### config.mk
export PLATFORM = sky130hd
export DESIGN_NAME = piso_serial_tx
export DESIGN_NICKNAME = d
export VERILOG_FILES = /design/src/rtl/tx_pkg.sv /design/src/rtl/piso_serial_tx_bit_timer.sv /design/src/rtl/piso_serial_tx.sv
export SDC_FILE = /design/constraint.sdc
export NUM_CORES = 1
export LEC_CHECK = 0
export BUFFER_PORTS_ARGS = -buffer_cell sky130_fd_sc_hd__buf_2
export CORE_MARGIN = 3
export CORE_UTILIZATION = 53
export CTS_CLUSTER_DIAMETER = 60
export DETAILED_ROUTE_END_ITERATION = 7
export PLACE_DENSITY = 0.84
export REMOVE_ABC_BUFFERS = 1
export SLEW_MARGIN = 20
export SYNTH_ARGS = -nofsm -noshare
export SYNTH_HDL_FRONTEND = slang
export SYNTH_HIERARCHICAL = 1
export SYNTH_SLANG_ARGS = --single-unit
### constraint.sdc
create_clock -name Cp -period 2.2 [get_ports Cp]
set_input_delay 0 -clock Cp [delete_from_list [all_inputs] [get_ports Cp]]
set_output_delay 0 -clock Cp [all_outputs]
set_load 0.01 [all_outputs]
### src/rtl/tx_pkg.sv
// Shared definitions for the framed parallel-in/serial-out transmitter.
//   - FSM state encoding (IDLE, START, DATA, PARITY, STOP)
//   - parity mode codes (PAR_NONE, PAR_EVEN, PAR_ODD)
//   - cnt_width(): counter width for a modulus, never below one bit
package tx_pkg;

    localparam logic [2:0] IDLE   = 3'd0;
    localparam logic [2:0] START  = 3'd1;
    localparam logic [2:0] DATA   = 3'd2;
    localparam logic [2:0] PARITY = 3'd3;
    localparam logic [2:0] STOP   = 3'd4;

    typedef enum logic [2:0] {
        S_IDLE   = IDLE,
        S_START  = START,
        S_DATA   = DATA,
        S_PARITY = PARITY,
        S_STOP   = STOP
    } tx_state_e;

    localparam int PAR_NONE = 0;
    localparam int PAR_EVEN = 1;
    localparam int PAR_ODD  = 2;

    // A modulus of 1 still needs a 1-bit register to keep the code regular.
    function automatic int cnt_width(input int n);
        return (n > 1) ? $clog2(n) : 1;
    endfunction

endpackage

### src/rtl/piso_serial_tx_bit_timer.sv
// bit_timer: DIV-cycle down counter that paces every serial bit.
//   clk  in  clock
//   rst  in  asynchronous active-high reset (counter -> 0)
//   load in  reload DIV-1 (asserted on entry into each bit period)
//   tick out high during the last cycle of the current bit period
// The counter parks at zero instead of wrapping, so DIV=1 gives a permanent
// tick and the count never underflows.
module bit_timer
    import tx_pkg::*;
#(
    parameter int DIV = 4
) (
    input  logic clk,
    input  logic rst,
    input  logic load,
    output logic tick
);

    localparam int CW = cnt_width(DIV);
    localparam logic [CW-1:0] LOAD_VAL = CW'(DIV - 1);

    logic [CW-1:0] cnt_q;
    logic [CW-1:0] cnt_d;

    always_comb begin
        cnt_d = cnt_q;
        if (load) begin
            cnt_d = LOAD_VAL;
        end else if (cnt_q != '0) begin
            cnt_d = cnt_q - 1'b1;
        end
    end

    always_ff @(posedge clk or posedge rst) begin
        if (rst) begin
            cnt_q <= '0;
        end else begin
            cnt_q <= cnt_d;
        end
    end

    assign tick = (cnt_q == '0);

endmodule

### src/rtl/piso_serial_tx.sv
// piso_serial_tx: framed serial transmitter.
// Frame on Sout: start(0), WIDTH data bits, optional parity, stop(1); each
// bit held DIV cycles; line idles high.
//   Cp        in   clock
//   Rst       in   asynchronous active-high reset, discards any frame
//   Din       in   word to send, latched when Valid && Ready on a rising Cp
//   Valid     in   Din is valid
//   Ready     out  idle, a word can be accepted this cycle
//   Sout      out  registered serial line
//   Busy      out  frame in progress
//   Done      out  one-cycle pulse in the first idle cycle after STOP
//   dbg_state out  current FSM state (tx_pkg encoding)
// Handshake: a word transfers on the rising Cp where Valid && Ready; Valid
// while not Ready is ignored and nothing is queued.
module piso_serial_tx
    import tx_pkg::*;
#(
    parameter int WIDTH   = 8,
    parameter int DIV     = 4,
    parameter int LSB_1ST = 1,
    parameter int PARITY  = 0
) (
    input  logic             Cp,
    input  logic             Rst,
    input  logic [WIDTH-1:0] Din,
    input  logic             Valid,
    output logic             Ready,
    output logic             Sout,
    output logic             Busy,
    output logic             Done,
    output logic [2:0]       dbg_state
);

    localparam int BW = cnt_width(WIDTH);
    localparam logic [BW-1:0] LAST_BIT = BW'(WIDTH - 1);

    tx_state_e        state_q, state_d;
    logic [WIDTH-1:0] shift_q, shift_d;
    logic [BW-1:0]    bit_q,   bit_d;
    logic             par_q,   par_d;
    logic             sout_q,  sout_d;
    logic             done_q,  done_d;

    logic             accept;
    logic             tick;
    logic             timer_load;
    logic             next_bit;
    logic [WIDTH-1:0] shifted;

    assign accept = Valid && (state_q == S_IDLE);

    // Reload on every bit-period boundary except the end of STOP, where the
    // counter is simply left at zero until the next word arrives.
    assign timer_load = accept ||
                        (tick && (state_q != S_IDLE) && (state_q != S_STOP));

    bit_timer #(.DIV(DIV)) u_timer (
        .clk  (Cp),
        .rst  (Rst),
        .load (timer_load),
        .tick (tick)
    );

    // The bit about to go on the line is always at the outgoing end of the
    // shift register; it is consumed as it is loaded into sout.
    assign next_bit = (LSB_1ST != 0) ? shift_q[0] : shift_q[WIDTH-1];
    assign shifted  = (LSB_1ST != 0) ? (shift_q >> 1) : (shift_q << 1);

    always_comb begin
        state_d = state_q;
        shift_d = shift_q;
        bit_d   = bit_q;
        par_d   = par_q;
        sout_d  = sout_q;
        done_d  = 1'b0;
        case (state_q)
            S_IDLE: begin
                sout_d = 1'b1;
                if (accept) begin
                    state_d = S_START;
                    sout_d  = 1'b0;
                    shift_d = Din;
                    bit_d   = '0;
                    par_d   = (PARITY == PAR_ODD) ? ~(^Din) : (^Din);
                end
            end
            S_START: begin
                if (tick) begin
                    state_d = S_DATA;
                    sout_d  = next_bit;
                    shift_d = shifted;
                end
            end
            S_DATA: begin
                if (tick) begin
                    if (bit_q == LAST_BIT) begin
                        bit_d = '0;
                        if (PARITY != PAR_NONE) begin
                            state_d = S_PARITY;
                            sout_d  = par_q;
                        end else begin
                            state_d = S_STOP;
                            sout_d  = 1'b1;
                        end
                    end else begin
                        bit_d   = bit_q + 1'b1;
                        sout_d  = next_bit;
                        shift_d = shifted;
                    end
                end
            end
            S_PARITY: begin
                if (tick) begin
                    state_d = S_STOP;
                    sout_d  = 1'b1;
                end
            end
            S_STOP: begin
                if (tick) begin
                    state_d = S_IDLE;
                    sout_d  = 1'b1;
                    done_d  = 1'b1;
                end
            end
            default: begin
                state_d = S_IDLE;
                sout_d  = 1'b1;
            end
        endcase
    end

    always_ff @(posedge Cp or posedge Rst) begin
        if (Rst) begin
            state_q <= S_IDLE;
            shift_q <= '0;
            bit_q   <= '0;
            par_q   <= 1'b0;
            sout_q  <= 1'b1;
            done_q  <= 1'b0;
        end else begin
            state_q <= state_d;
            shift_q <= shift_d;
            bit_q   <= bit_d;
            par_q   <= par_d;
            sout_q  <= sout_d;
            done_q  <= done_d;
        end
    end

    assign Ready     = (state_q == S_IDLE);
    assign Busy      = ~Ready;
    assign Sout      = sout_q;
    assign Done      = done_q;
    assign dbg_state = state_q;

endmodule
# == Word level (Yosys, flattened, before mapping) ==
# Cells that the tools add are included.
# classes
n_eq_ne,14
n_reduce_logical,16
add_sub_neg,2
mux,26
bitwise,1
# op_table
operator,count
$mux 8,4
$mux 3,9
$pmux 8 s3,1
$pmux 3 s5,1
$ne 2x2->1 const B,6
$mux 1,7
$eq 3x2->1 const B,2
$eq 3x3->1 const B,2
$pmux 3 s2,1
$reduce_and 3->1,2
$reduce_and 6->1,1
$reduce_bool 2->1,3
$reduce_bool 3->1,2
$reduce_and 5->1,1
$mux 2,2
$ne 2x1->1 const B,2
$pmux 1 s4,1
$add 3x1->3 const B,1
$eq 3x1->1 const B,1
$logic_and 1x1->1,3
$logic_not 3->1,1
$ne 3x3->1 const B,1
$logic_not 2->1,1
$reduce_or 2->1,1
other kinds (3),3
# word_totals
output_inout_bits,7
register_bits,18
elab_cells,65
inputBits,11

# == Depth between registers and ports, before layout ==
# depth
word_depth,5
ltp_mapped,7

# == Modules after synthesis ==
# Netlist, hierarchy kept.
# modules_own_cells
module,area_per_inst_um2,n_inst,cells_each,seq_area_each_um2
piso_serial_tx,903.4,1,92,401.6
bit_timer,108.9,1,11,50.0

# == Worst setup path after synthesis ==
# No wires, ideal clock.
# synth_path
kind,reg-to-reg
start,reg bit_q[0]
end,reg shift_q[1]
synth_period_minus_slack_ps,1651
required_time_ps,2127
path_stages_with_launch,8
n_path_buf,1
setup_ps,73
arrival_ps,1578
setup_slack_ps,549
path_cell_list,dfrtp_1 > ha_1 > ha_1 > nand4bb_1 > a31oi_4 > buf_6 > nor2_1 > a21oi_2
# synth_via
elab_chain_len,3
# synth_rtl
item,line,rtl
"start, declared",piso_serial_tx.sv:39,"logic [BW-1:0] bit_q, bit_d;"
"start signal, assigned",piso_serial_tx.sv:143,bit_q <= bit_d;
$eq 3x3->1,piso_serial_tx.sv:96,if (bit_q == LAST_BIT) begin
$ne 2x2->1 (no line),--,
$reduce_and 5->1 (no line),--,
"end signal, assigned",piso_serial_tx.sv:142,shift_q <= shift_d;
"end, declared",piso_serial_tx.sv:38,"logic [WIDTH-1:0] shift_q, shift_d;"
# No other way between the ends.
# A chain may end at the register's enable or synchronous reset.

# == Worst setup path after layout ==
# layout_path
start,reg bit_q[0]
end,reg shift_q[2]
# The elaborated chain is that of the path after synthesis.

==> impl_metrics.ini <==
[detailed_routing]
drt-initial-drc-count = 22
num_vias = 782
vias_per_cell = 5.32
detail-route-antenna-nets = 0
drc = 0
drt-total-wl_mm = 1.90
routedWlPerCell_um = 12.9
dr.pass1.iters = 6

[sta]
timing.hold.ws_ps = 7.86
slew_headroom = 0.589
hold_viol_final = 0
layout_min_cycle_time_ps = 1880
worst_slew_pin_slew_ps = 616
setup_ws_ps = 318
post-route-period-util = 0.855
fmax_ghz = 0.531
rsz0062_at_grt = false
setup_violations = 0
drv_slew = 0
setup_tns_ps = 0
fin_skew_ps = 8.46

[grt]
grt_pass1_vias = 727
antenna_found_initial = 0
grt_max_degree = 18
track_usage = 0.170
grt_first_pass_wirelength_mm = 3.22
grt_overflow = 0

[placement]
place_area_sq_mm = 0.00110
dp_hpwl_mm = 1.35
place.gp.congestion = 0.785
pre_cts_slack_ps = 370
portBuffers = 17

[power]
ir_drop_mv = 0.875
p_leak_nw = 0.561
p_per_area_mw_per_mm2 = 1430

[logic_synthesis]
synth-edff-count = 0
netlist_area_sq_mm = 0.00101
ys_top_cells_by_area = dfrtp_1, mux2i_1, o21ai_0
synth_flop_cell = dfrtp_1
yosysTopAreaCellShare = 0.420
synth.most_common_cell = dfrtp_1
yosysSeqAreaShare = 0.446
synth_top_cell_by_area = dfrtp_1
avgSynthCellArea_sq_um = 9.83
netlist_instances = 103
ys_warn_count = 6
async_flop_share = 1.00
netlist_top_cells_count = dfrtp_1, nor2_1, o21ai_0
yosys.cell_types.count = 30
synth-seq-cells = 18

[setup_path]
timing.rr.start = bit_q[0]
r2r_slack_ps = 320
crit_chain = ha_1, ha_1, nand4bb_1, a31oi_4, nor2_1, a21oi_2
worstPathRequired_ps = 2420
path_common_cell = ha_1
start_kind = flip-flop
cp.depth = 6
crit_path_max_fanout = 16
slowest_delay_ps = 460
cpMaxStageDelayCell = a31oi_4
startpoint = bit_q[0]
cp_top_family = compound AO/OA/AOI/OAI gates
r2r-end = shift_q[2]
worst_r2r_path_depth = 6
endpoint = shift_q[2]
end_kind = flip-flop
cp.arrival_ps = 2100
cp.buffers_inverters = 0
crit_type = reg -> reg

[min_path]
hold_class = in -> reg
holdPathStages = 3

[finish]
drive_above_1_share = 0.238
ff_latch_area_sq_um = 452
fill_cells = 152
synthToLayoutAreaGrowth_pct = 14.6
final_cell_area_sq_mm = 0.00116
diodes = 0
finalNetCount = 137
multiInputGateArea_sq_um = 498
final_util = 0.657

[clock_tree]
clock_path_buffers = 2
clock_latency_ps = 290
cts.sinks = 18
root_buffer = clkbuf_4
cts_made_buffers = 3
cts_tree = yes
clkTransAtPathRegs_ps = 110
cts_max_level = 1

[die]
die_h_um = 49.7
dieArea_sq_mm = 0.00247
die_x_um = 49.7
rows = 15
start_util = 0.574
core_area_sq_mm = 0.00176
ioPinCount = 18

[run_status]
status = finished, final reports clean

[flow_run]
max-cap-violations = 0
cells by family (layout without fill, tap and decap cells):
family | Yosys count | after routing | share of synthesized area
adders and majority gates | 3 | 3 | 0.0371
AOI/OAI and AO/OA | 28 | 28 | 0.174
muxes | 7 | 7 | 0.0692
xor gates and xnor gates | 2 | 2 | 0.0247
DFF | 18 | 18 | 0.446
buffers and inverters | 13 | 32 | 0.0618
and+or+nand+nor | 32 | 32 | 0.187
per-layer routing:
layer | vias up | routed length [um] | GRT usage
met1 | 370 | 813 | 0.204
met3 | 4 | 58 | 0.0302
met4 | 0 | 34 | 0.0691
met2 | 17 | 990 | 0.295
li1 | 391 | - | -
met5 | - | 0 | 0
metrics by stage:
| stage | instances | total power [W] |
|---|---|---|
| after floorplan | 98 | 0.00126 |
| after global placement | 141 | 0.00142 |
| after detailed placement | 141 | 0.00147 |
| after CTS | 147 | 0.00168 |
| after global routing | 147 | 0.00181 |
| final | 147 | 0.00166 |
layout by cell type, fill, tap and decap left out, types with 2 or more instances in the layout:
cell type and instances:
nand2b_1 4, ha_1 3, dfrtp_1 17, nand2_1 5, mux2i_1 7, a21oi_1 9, nand3b_1 3, nor2b_1 3
a31oi_1 3, o21ai_0 10, clkbuf_4 3, a21oi_2 2, dlygate4sd3_1 2, nor2_1 11, buf_2 17, inv_1 8
report_power, final:
| part | leakage, nW | total, W | switching [W] | internal, W |
|---|---|---|---|---|
| Clock | 0.0210 | 0.000204 | 0.000104 | 0.000101 |
| Sequential | 0.214 | 0.000613 | 0.000141 | 0.000472 |
| Combinational | 0.326 | 0.000846 | 0.000461 | 0.000385 |
| Total | 0.561 | 0.00166 | 0.000705 | 0.000958 |
worst min-delay path by stage:
stage	start	endpoint	slack, ps
finish	Din[1]	shift_q[1]	8
CTS	Din[1]	shift_q[1]	10
global placement	Rst	u_timer/cnt_q[1]	-140
floorplan	Rst	u_timer/cnt_q[0]	-260
detailed placement	Rst	u_timer/cnt_q[0]	-130
global route	Din[3]	shift_q[3]	20
worst min-delay path: stages:
cell and delay, ps:
buf_2 80, mux2i_1 70, a21oi_2 130
layout make-up:
class	instances	share of cell area
Multi-Input combinational cell	72	0.429
Sequential cell	18	0.389
Clock buffer	4	0.0313
Tap cell	25	0.0270
Inverter	8	0.0259
Timing Repair Buffer	20	0.0971
state kept, by name (all words and copies together), names as in the netlist:
signal	flops
dbg_state	3
u_timer/cnt_q	2
shift_q	8
bit_q	3
Done	1
Sout	1
what timing repair did:
action,4_1_cts,5_1_grt
buffers inserted,0,0
resized for setup,0,0
endpoints found under the hold margin,18,0
hold buffers,2,0
endpoints found under the setup margin,0,0
Note: power is estimated with default switching activity, not from simulation.
